<file path="config.mk">
export PLATFORM = sky130hd
export DESIGN_NAME = led_cmd_scheduler
export DESIGN_NICKNAME = d
export VERILOG_FILES = /design/src/rtl/led_pkg.sv /design/src/rtl/led_cmd_scheduler_rr_arbiter.sv /design/src/rtl/led_cmd_scheduler.sv
export SDC_FILE = /design/constraint.sdc
export NUM_CORES = 1
export LEC_CHECK = 0
export BUFFER_PORTS_ARGS = -buffer_cell sky130_fd_sc_hd__buf_4
export CORE_UTILIZATION = 61
export CTS_CLUSTER_DIAMETER = 60
export DETAILED_ROUTE_END_ITERATION = 10
export GPL_TIMING_DRIVEN = 0
export PLACE_DENSITY = 0.83
export SYNTH_ARGS = -nofsm -noshare
export SYNTH_HDL_FRONTEND = slang
export SYNTH_HIERARCHICAL = 1
export SYNTH_SLANG_ARGS = --single-unit
</file>
<file path="constraint.sdc">
create_clock -name clk -period 15.1 [get_ports clk]
set_input_delay 1.51 -clock clk [delete_from_list [all_inputs] [get_ports clk]]
set_output_delay 1.51 -clock clk [all_outputs]
set_load 0.03 [all_outputs]
</file>
<file path="src/rtl/led_pkg.sv">
// Shared types for the LED command scheduler: mode constants, FSM states and the latched command.
package led_pkg;

    typedef logic [7:0] led_mode_t;

    localparam led_mode_t LED_MODE_SINGLE = 8'd0;
    localparam led_mode_t LED_MODE_BLINK  = 8'd1;

    typedef enum logic [1:0] {
        IDLE,
        LOAD,
        FIRE
    } sched_state_t;

    typedef struct packed {
        logic [7:0] led;
        led_mode_t  mode;
        logic       stop;
    } led_cmd_t;

endpackage

</file>
<file path="src/rtl/led_cmd_scheduler_rr_arbiter.sv">
// Combinational round-robin pick: first eligible index at or after ptr, wrapping at N.
module rr_arbiter #(
    parameter int N  = 4,
    parameter int IW = (N > 1) ? $clog2(N) : 1
) (
    input  logic [N-1:0]  eligible,
    input  logic [IW-1:0] ptr,
    output logic [N-1:0]  grant,
    output logic [IW-1:0] grant_idx,
    output logic          valid
);

    always_comb begin
        logic [IW-1:0] idx;
        grant     = '0;
        grant_idx = '0;
        valid     = 1'b0;
        idx       = '0;
        for (int k = 0; k < N; k++) begin
            idx = IW'((int'(ptr) + k) % N);
            if (!valid && eligible[idx]) begin
                valid      = 1'b1;
                grant_idx  = idx;
                grant[idx] = 1'b1;
            end
        end
    end

endmodule

</file>
<file path="src/rtl/led_cmd_scheduler.sv">
// Round-robin LED command front end with per-LED start guard timers.
// Optional accepted-start statistics are built when LED_SCHED_STATS_EN is defined.
//
// state | meaning
// IDLE  | arbitrate eligible requesters, latch winner, commit mode bus
// LOAD  | command latched; mode bus settled, prepare pulses
// FIRE  | ack/start/stop/cmd_err high; guard loaded or cleared
module led_cmd_scheduler
    import led_pkg::*;
#(
    parameter int LED_NUM     = 4,
    parameter int REQ_NUM     = 4,
    parameter int SYSCLK_RATE = 100,
    parameter int GUARD_MS    = 200
) (
    input  logic                          clk,
    input  logic                          reset,
    input  logic [REQ_NUM-1:0]            req,
    input  logic [REQ_NUM-1:0][7:0]       req_led,
    input  logic [REQ_NUM-1:0][7:0]       req_mode,
    input  logic [REQ_NUM-1:0]            req_stop,
    output logic [REQ_NUM-1:0]            ack,
    output logic                          cmd_err,
    output logic [LED_NUM-1:0][7:0]       led_mode,
    output logic [LED_NUM-1:0]            led_start,
    output logic [LED_NUM-1:0]            led_stop,
    output logic                          busy,
    output logic [LED_NUM-1:0][15:0]      stat_cnt
);

    localparam int GUARD_CYCLES = SYSCLK_RATE * 1000 * GUARD_MS;
    localparam int GW = $clog2(GUARD_CYCLES + 1);
    localparam int RW = (REQ_NUM > 1) ? $clog2(REQ_NUM) : 1;
    localparam int LW = (LED_NUM > 1) ? $clog2(LED_NUM) : 1;

    sched_state_t              state_q, state_d;
    led_cmd_t                  cmd_q, cmd_d;
    logic [REQ_NUM-1:0]        win_q, win_d;
    logic [RW-1:0]             ptr_q, ptr_d;
    logic [LED_NUM-1:0][GW-1:0] guard_q, guard_d;
    logic [LED_NUM-1:0][7:0]   mode_q, mode_d;
    logic [REQ_NUM-1:0]        ack_q, ack_d;
    logic                      err_q, err_d;
    logic [LED_NUM-1:0]        start_q, start_d;
    logic [LED_NUM-1:0]        stop_q, stop_d;

    logic [REQ_NUM-1:0]        eligible;
    logic [REQ_NUM-1:0]        arb_grant;
    logic [RW-1:0]             arb_idx;
    logic                      arb_valid;
    led_cmd_t                  arb_cmd;
    logic                      cmd_valid;

    // Out-of-range LEDs never match a guard, so they are always eligible.
    always_comb begin
        logic [REQ_NUM-1:0] blocked;
        blocked  = '0;
        eligible = '0;
        for (int i = 0; i < REQ_NUM; i++) begin
            for (int k = 0; k < LED_NUM; k++) begin
                if (req_led[i] == 8'(k) && guard_q[k] != '0) blocked[i] = 1'b1;
            end
            eligible[i] = req[i] && (req_stop[i] || !blocked[i]);
        end
    end

    rr_arbiter #(.N(REQ_NUM), .IW(RW)) u_arb (
        .eligible  (eligible),
        .ptr       (ptr_q),
        .grant     (arb_grant),
        .grant_idx (arb_idx),
        .valid     (arb_valid)
    );

    assign arb_cmd   = '{led: req_led[arb_idx], mode: req_mode[arb_idx], stop: req_stop[arb_idx]};
    assign cmd_valid = (int'(cmd_q.led) < LED_NUM);

    always_comb begin
        state_d = state_q;
        cmd_d   = cmd_q;
        win_d   = win_q;
        ptr_d   = ptr_q;
        mode_d  = mode_q;
        ack_d   = '0;
        err_d   = 1'b0;
        start_d = '0;
        stop_d  = '0;
        for (int k = 0; k < LED_NUM; k++) begin
            guard_d[k] = (guard_q[k] != '0) ? guard_q[k] - 1'b1 : '0;
        end
        case (state_q)
            IDLE: begin
                if (arb_valid) begin
                    cmd_d   = arb_cmd;
                    win_d   = arb_grant;
                    ptr_d   = (arb_idx == RW'(REQ_NUM - 1)) ? '0 : arb_idx + 1'b1;
                    state_d = LOAD;
                    // Committed on the grant edge so the bus is stable a full cycle before start.
                    if (!arb_cmd.stop && int'(arb_cmd.led) < LED_NUM)
                        mode_d[arb_cmd.led[LW-1:0]] = arb_cmd.mode;
                end
            end
            LOAD: begin
                state_d = FIRE;
                ack_d   = win_q;
                if (!cmd_valid) begin
                    err_d = 1'b1;
                end else if (cmd_q.stop) begin
                    stop_d[cmd_q.led[LW-1:0]] = 1'b1;
                end else begin
                    start_d[cmd_q.led[LW-1:0]] = 1'b1;
                    mode_d[cmd_q.led[LW-1:0]]  = cmd_q.mode;
                end
            end
            FIRE: begin
                state_d = IDLE;
                if (cmd_valid)
                    guard_d[cmd_q.led[LW-1:0]] = cmd_q.stop ? '0 : GW'(GUARD_CYCLES);
            end
            default: state_d = IDLE;
        endcase
    end

    always_ff @(posedge clk or posedge reset) begin
        if (reset) begin
            state_q <= IDLE;
            cmd_q   <= '0;
            win_q   <= '0;
            ptr_q   <= '0;
            guard_q <= '0;
            for (int k = 0; k < LED_NUM; k++) mode_q[k] <= LED_MODE_SINGLE;
            ack_q   <= '0;
            err_q   <= 1'b0;
            start_q <= '0;
            stop_q  <= '0;
        end else begin
            state_q <= state_d;
            cmd_q   <= cmd_d;
            win_q   <= win_d;
            ptr_q   <= ptr_d;
            guard_q <= guard_d;
            mode_q  <= mode_d;
            ack_q   <= ack_d;
            err_q   <= err_d;
            start_q <= start_d;
            stop_q  <= stop_d;
        end
    end

    assign ack       = ack_q;
    assign cmd_err   = err_q;
    assign led_mode  = mode_q;
    assign led_start = start_q;
    assign led_stop  = stop_q;
    assign busy      = (state_q != IDLE);

`ifdef LED_SCHED_STATS_EN
    logic [LED_NUM-1:0][15:0] stat_q, stat_d;

    always_comb begin
        stat_d = stat_q;
        for (int k = 0; k < LED_NUM; k++) begin
            if (start_q[k] && stat_q[k] != 16'hFFFF) stat_d[k] = stat_q[k] + 16'd1;
        end
    end

    always_ff @(posedge clk or posedge reset) begin
        if (reset) stat_q <= '0;
        else       stat_q <= stat_d;
    end

    assign stat_cnt = stat_q;
`else
    assign stat_cnt = '0;
`endif

endmodule

</file>
==> Word-level counts from Yosys, hierarchy flattened <==
Index checks and enable logic that the tools add are counted.
W data, S select, Z words.
{ "totals": {"ff_bits": 170, "in_bits": 74, "word_cells": 203} }
{ "classes": {"add_sub_neg": 8, "n_lt_le_gt_ge": 15, "n_eq_ne": 19, "mux": 85, "n_bitwise": 3, "n_reduce_logical": 55} }
{ "op_table": {"columns": ["cell", "count"], "rows": [
  ["$mux W100", 2],
  ["$mux W25", 6],
  ["$mux W32", 4],
  ["$bwmux W100", 1],
  ["$reduce_bool A25 Y1", 4],
  ["$sub A25 B1 Y25 const B", 4],
  ["$bwmux W32", 2],
  ["$eq A8 B2 Y1 const B", 8],
  ["$pmux W32 S2", 1],
  ["$demux W25 S2", 1],
  ["$mux W4", 11],
  ["$bmux W8 S2", 2],
  ["$demux W8 S2", 2],
  ["$eq A8 B1 Y1 const B", 4],
  ["$logic_not A8 Y1", 4],
  ["$mux W1", 32],
  ["$mux W8", 4],
  ["$logic_and A1 B1 Y1", 30],
  ["$lt A2 B3 Y1 const B", 7],
  ["$lt A8 B3 Y1 const B", 2],
  ["$ge A2 B1 Y1 const B", 6],
  ["$mux W2", 6],
  ["$or A4 B4 Y4", 3],
  ["$bmux W1 S2", 5],
  ["other kinds (13)", 34]
]} }

==> Logic depth before layout (Yosys ltp) <==
{ "depth": {"ltp_word": 31, "ltp_mapped": 21, "ltp_nobuf": 16} }

==> By module <==
The synthesis kept the hierarchy.
{ "by_module_without_submodules": {"columns": ["module", "n_inst", "cells_each", "area_per_inst_um2"], "rows": [
  ["led_cmd_scheduler", 1, 945, 9126.3],
  ["rr_arbiter", 1, 45, 419.2]
]} }

==> Worst setup path after synthesis <==
Ideal clock, no wire load.
{ "synth_timing": {"path_kind": "input port to flip-flop", "from": "input req_led[30] (netlist bit)", "to": "register mode_q (netlist bit led_mode[24])", "setup_ns": 0.125, "t_arrival_ns": 6.205, "t_required_ns": 14.975, "setup_slack_ns": 8.771, "path_stages": 14, "cell_sequence": "or4_1 nor4_1 nor3b_1 a22oi_1 o211a_1 mux4_2 clkbuf_1 o31ai_1 buf_2 mux4_2 nor4_1 nand4_1 a21oi_2 mux2_2"} }
{ "synth_via": {"elab_chain_len": 31} }
{ "synth_rtl": {"columns": ["item", "line_no", "source"], "rows": [
  ["from (decl)", "led_cmd_scheduler.sv:19", "input logic [REQ_NUM-1:0][7:0] req_led,"],
  ["$logic_not A8 Y1", "led_cmd_scheduler.sv:61", "if (req_led[i] == 8'(k) && guard_q[k] != '0) blocked[i] = 1'b1;"],
  ["$logic_and A1 B1 Y1", "led_cmd_scheduler.sv:61", null],
  ["$mux W1 (3 in a row)", "led_cmd_scheduler.sv:61", null],
  ["$mux W1 (*)", "led_cmd_scheduler.sv:61", null],
  ["$logic_not A1 Y1 (*)", "led_cmd_scheduler.sv:63", "eligible[i] = req[i] && (req_stop[i] || !blocked[i]);"],
  ["$logic_or A1 B1 Y1 (*)", "led_cmd_scheduler.sv:63", null],
  ["$logic_and A1 B1 Y1 (*)", "led_cmd_scheduler.sv:63", null],
  ["via eligible[3]", "led_cmd_scheduler.sv:47", "logic [REQ_NUM-1:0] eligible;"],
  ["[12 not listed]", null, null],
  ["via arb_idx[0]", "led_cmd_scheduler.sv:49", "logic [RW-1:0] arb_idx;"],
  ["[2 not listed]", null, null],
  ["$lt A2 B3 Y1 (not written as such) / $ge A2 B1 Y1 (equally long branches)", "led_cmd_scheduler.sv:100", "mode_d[arb_cmd.led[LW-1:0]] = arb_cmd.mode;"],
  ["$logic_and A1 B1 Y1 (not written as such)", "led_cmd_scheduler.sv:100", null],
  ["$mux W8 (not written as such)", "led_cmd_scheduler.sv:100", null],
  ["$demux W8 S2", "led_cmd_scheduler.sv:100", null],
  ["$bwmux W32", "led_cmd_scheduler.sv:100", null],
  ["$mux W32", "led_cmd_scheduler.sv:99", "if (!arb_cmd.stop && int'(arb_cmd.led) < LED_NUM)"],
  ["$mux W32", "led_cmd_scheduler.sv:93", "if (arb_valid) begin"],
  ["$pmux W32 S2", "led_cmd_scheduler.sv:91", "case (state_q)"],
  ["to (signal assigned)", "led_cmd_scheduler.sv:142", "mode_q <= mode_d;"],
  ["to (decl)", "led_cmd_scheduler.sv:41", "logic [LED_NUM-1:0][7:0] mode_q, mode_d;"]
]} }
The timed path passes the listed nets; every way through them passes the cells marked *. The select of a mux whose other input is x is not followed.
A chain may end at the register's enable or synchronous reset.

==> Final worst setup path <==
{ "layout_timing": {"from": "input req_led[30] (netlist bit)", "to": "register mode_q (netlist bit led_mode[29])"} }
Same word-level chain as after synthesis.

==> summary.md <==
| Metric | Value |
|---|---|
| Req. time, crit path | `15.42 ns` |
| Worst slew pin tran | `~1.3 ns` |
| Global-route wire length before repair | `around 38000 um` |
| Ports | `~180` |
| Final Max Tran Viols | `0` |
| Sequential cell area | `4254 um^2` |
| Worst Path Max Fanout | `10` |
| Initial DRC count | `approximately 600` |
| P_sw | `about 1.1 mW` |
| CP max-delay cell | `o31ai_1` |
| Arr. time, crit path | `a little under 8 ns` |
| Final Hold Fails | `0` |
| Row cnt | `45` |
| DRC Markers | `0` |
| Setup Skew | `between 0.01 and 0.015 ns` |
| Die area | `roughly 16000 um^2` |
| Comb pwr share | `a little under half` |
| Maximum VDD drop | `between 100 and 150 uV` |
| Core area | `between 15000 and 20000 um^2` |
| TritonCTS Buffers | `17` |
| Max Root-Sink Buffers | `2` |
| H-tree levels | `4` |
| Max_slew headroom | `9.030%` |
| Main synth FF type | `dfrtp_1` |
| Clock sinks | `170` |
| Final setup vio count | `0` |
| Die W | `~130 um` |
| Vias in the first global route | `7733` |
| Min Tclk post-route | `~7.5 ns` |
| Largest net degree at the start of global routing | `between 100 and 150` |
| Yosys reg bits | `170` |
| Syn_area_per_cell | `between 9 and 10 um^2` |
| Drt first pass iters | `7` |
| Initial antenna violation count | `1` |
| Final Wtd Congestion | `~0.95` |
| Initial Utilization | `between 60% and 70%` |
| GRT Resource Usage Total | `30.29%` |
| Crit. End Element | `flop` |
| CP bufs+invs | `3` |
| Max-cap violations | `0` |
| IO buf count | `119` |
| Area of the multi-input gates | `roughly 4800 um^2` |
| Worst hold path type | `reg -> reg` |
| Post-synthesis cell type count | `63` |
| Post-synth EDFFs | `0` |
| CTS tree | `yes` |
| Setup tns final | `0 ns` |
| Gate Count Post-Synth | `990` |
| Max Clk Rate | `about 130 MHz` |
| Final period utilization | `49.63%` |
| Internal | `between 1 and 1.5 mW` |
| Routed wire length | `23460 um` |
| DIE HEIGHT | `127.1 um` |
| # fillers | `approximately 1100` |
| Area growth, synth to finish | `21.81%` |
| Vias per inst | `between 5 and 6` |
| Setup Crit Path Kind | `in -> reg` |
| Cell area after layout | `~12000 um^2` |
| Yosys warning total | `6` |
| CP Launch Type | `input port` |
| Routed via count | `8011` |
| Net Sw Frac | `approximately 42%` |
| Hold Buf Count CTS | `0` |
| Worst-skew pair later-pin latency | `between 0.4 and 0.5 ns` |
| Final #Nets | `about 1300` |
| Clock power share | `between 10% and 20%` |
| RSZ-0062 raised after global routing | `no` |
| # Post-CTS Setup Buffers | `0` |
| Reg clk slew, reported paths | `0.07 ns` |
| Synthesized area | `approximately 9500 um^2` |
| Post-placement cell area | `roughly 11000 um^2` |
| Slowest Stage Delay on Critical Path | `between 1 and 1.5 ns` |
| Leak | `roughly 5.2 nW` |
| Post-synthesis sequential area ratio | `between 40% and 50%` |
| Sequential Power Share | `between 30% and 40%` |
| Ys async rst share | `100.0%` |
| HPWL after DPL | `16910 um` |
| Detail Route Antenna Nets | `0` |
| Status | `complete, no violations` |
| Pwr dens | `roughly 220 nW/um^2` |
| Critical-path cell list | `buf_4 -> or4_1 -> nor4_1 -> nor3b_1 -> a22oi_1 -> o211a_1 -> mux4_2 -> clkbuf_1 -> o31ai_1 -> buf_2 -> mux4_2 -> nor4_1 -> nand4_1 -> a21oi_2 -> mux2_2` |
| WL/cell | `roughly 17 um` |
| Share of cells above drive strength 1 | `roughly a quarter` |
| Root Driver | `clkbuf_16` |
| Post-cts resize count | `0` |
| Total grt overflow | `0` |
| Delay-heaviest family, CP | `simple AND/OR/NAND/NOR gates` |
## stage by stage
step                      utilization, %  std cells  setup slack, ns  hold WS (ns)  power (mW)
final                              76.20       1417            7.606        0.4754       2.520
after global routing               76.19       1416            7.231        0.4931       2.684
after CTS                          76.15       1416            7.738        0.4769       2.509
after detailed placement           71.92       1384            7.280        0.4591       2.017
after global placement             71.69       1383            7.213        0.4544       1.978
after floorplan                        -       1053            8.771        0.4374       1.698
## cells in the final DEF (no fill, tap or decap), types with 10 or more instances in the layout
cell	instances
mux2_2	27
or4_1	20
xor2_1	26
clkbuf_16	17
inv_1	22
mux4_2	11
nand3_1	17
dfrtp_1	170
and2_1	10
ha_1	11
nor4_1	34
conb_1	64
or3_1	16
o21ai_0	68
xnor2_1	55
buf_4	184
nand2_1	122
a22o_1	16
nor2_1	109
clkbuf_1	21
mux2i_1	15
a22oi_1	17
nor3_1	26
## power by group through the flow
stage	combinational (mW)	clock (mW)	sequential, mW
after floorplan	0.815	0	0.883
after global placement	1.14	0	0.838
after detailed placement	1.17	0	0.845
after CTS	1.19	0.478	0.844
after global routing	1.31	0.498	0.877
final	1.20	0.474	0.848
## cells by family after synthesis
logic type,after synthesis,synth area share (%)
AO/OA/AOI/OAI,148,10.08
XOR/XNOR,81,7.432
adder cells (fa/ha/maj),11,1.442
buffers and inverters,124,7.773
flip-flops,170,44.57
multiplexers,55,7.904
other,1,0.03929
AND/OR/NAND/NOR,400,20.76
## state kept, by name (all words and copies together), names as in the netlist
signal / cells
ack: 4
cmd_err: 1
cmd_q: 17
guard_q: 100
led_mode: 32
led_start: 4
led_stop: 4
ptr_q: 2
state_q: 2
win_q: 4
## worst register-to-register path: stages (launching register included)
cell and delay, ns:
dfrtp_1 0.41, inv_1 0.07, ha_1 0.20, or4b_4 0.52
or4b_1 0.54, clkbuf_2 0.19, or4_4 0.48, mux2i_1 0.18
o221a_1 0.33, mux4_2 0.29, buf_6 0.14, a21oi_1 0.05
o31ai_1 0.95, buf_2 0.46, mux4_2 0.60, nor4_1 0.54
nand4_1 0.21, a21oi_2 0.51, mux2_2 0.41
## Yosys cell counts, drive strengths merged, types with 21 or more instances
cell type  number  area [um^2]
dfrtp         170         4254
nand2         123        464.2
nor2          109        409.1
buf            79        571.8
o21ai          73        365.3
xnor2          55        481.7
nor4           34        212.7
mux2           27        304.0
nor3           26        130.1
xor2           26        227.7
inv            23        86.33
clkbuf         22        83.83
or4            21        161.4
## layout make-up
class | instances | area share [%]
multi-input combinational | 759 | 41.21
inverter | 23 | 0.8071
buffer | 101 | 5.639
tap | 211 | 2.271
clock buffer | 19 | 3.895
clock inverter | 13 | 1.646
antenna | 1 | 0.02152
timing repair buffer | 120 | 7.920
sequential | 170 | 36.59
## worst paths after layout
check	end	slack, ns	startpoint	cells past startpoint
setup reg to reg	led_mode[29]$_DFFE_PP0P_	7.92	guard_q[50]$_DFF_PP0_	18
min in group asynchronous	ack[1]$_DFF_PP0_	1.02	reset	2
hold / removal	win_q[2]$_DFFE_PP0P_	0.48	win_q[2]$_DFFE_PP0P_	2
hold reg to reg	win_q[2]$_DFFE_PP0P_	0.48	win_q[2]$_DFFE_PP0P_	2
setup / recovery	led_mode[29]$_DFFE_PP0P_	7.61	req_led[30]	15
max in group asynchronous	led_mode[1]$_DFFE_PP0P_	13.14	reset	3
## routing by layer
metal / up-vias / global-route usage, % / wire, um
li1: 3764 / - / -
met3: 56 / 8.250 / 1725
met5: - / 0 / 0
met2: 330 / 49.58 / 11380
met1: 3861 / 38.47 / 9686
met4: 0 / 11.90 / 671
(Power assumes the default switching activity.)
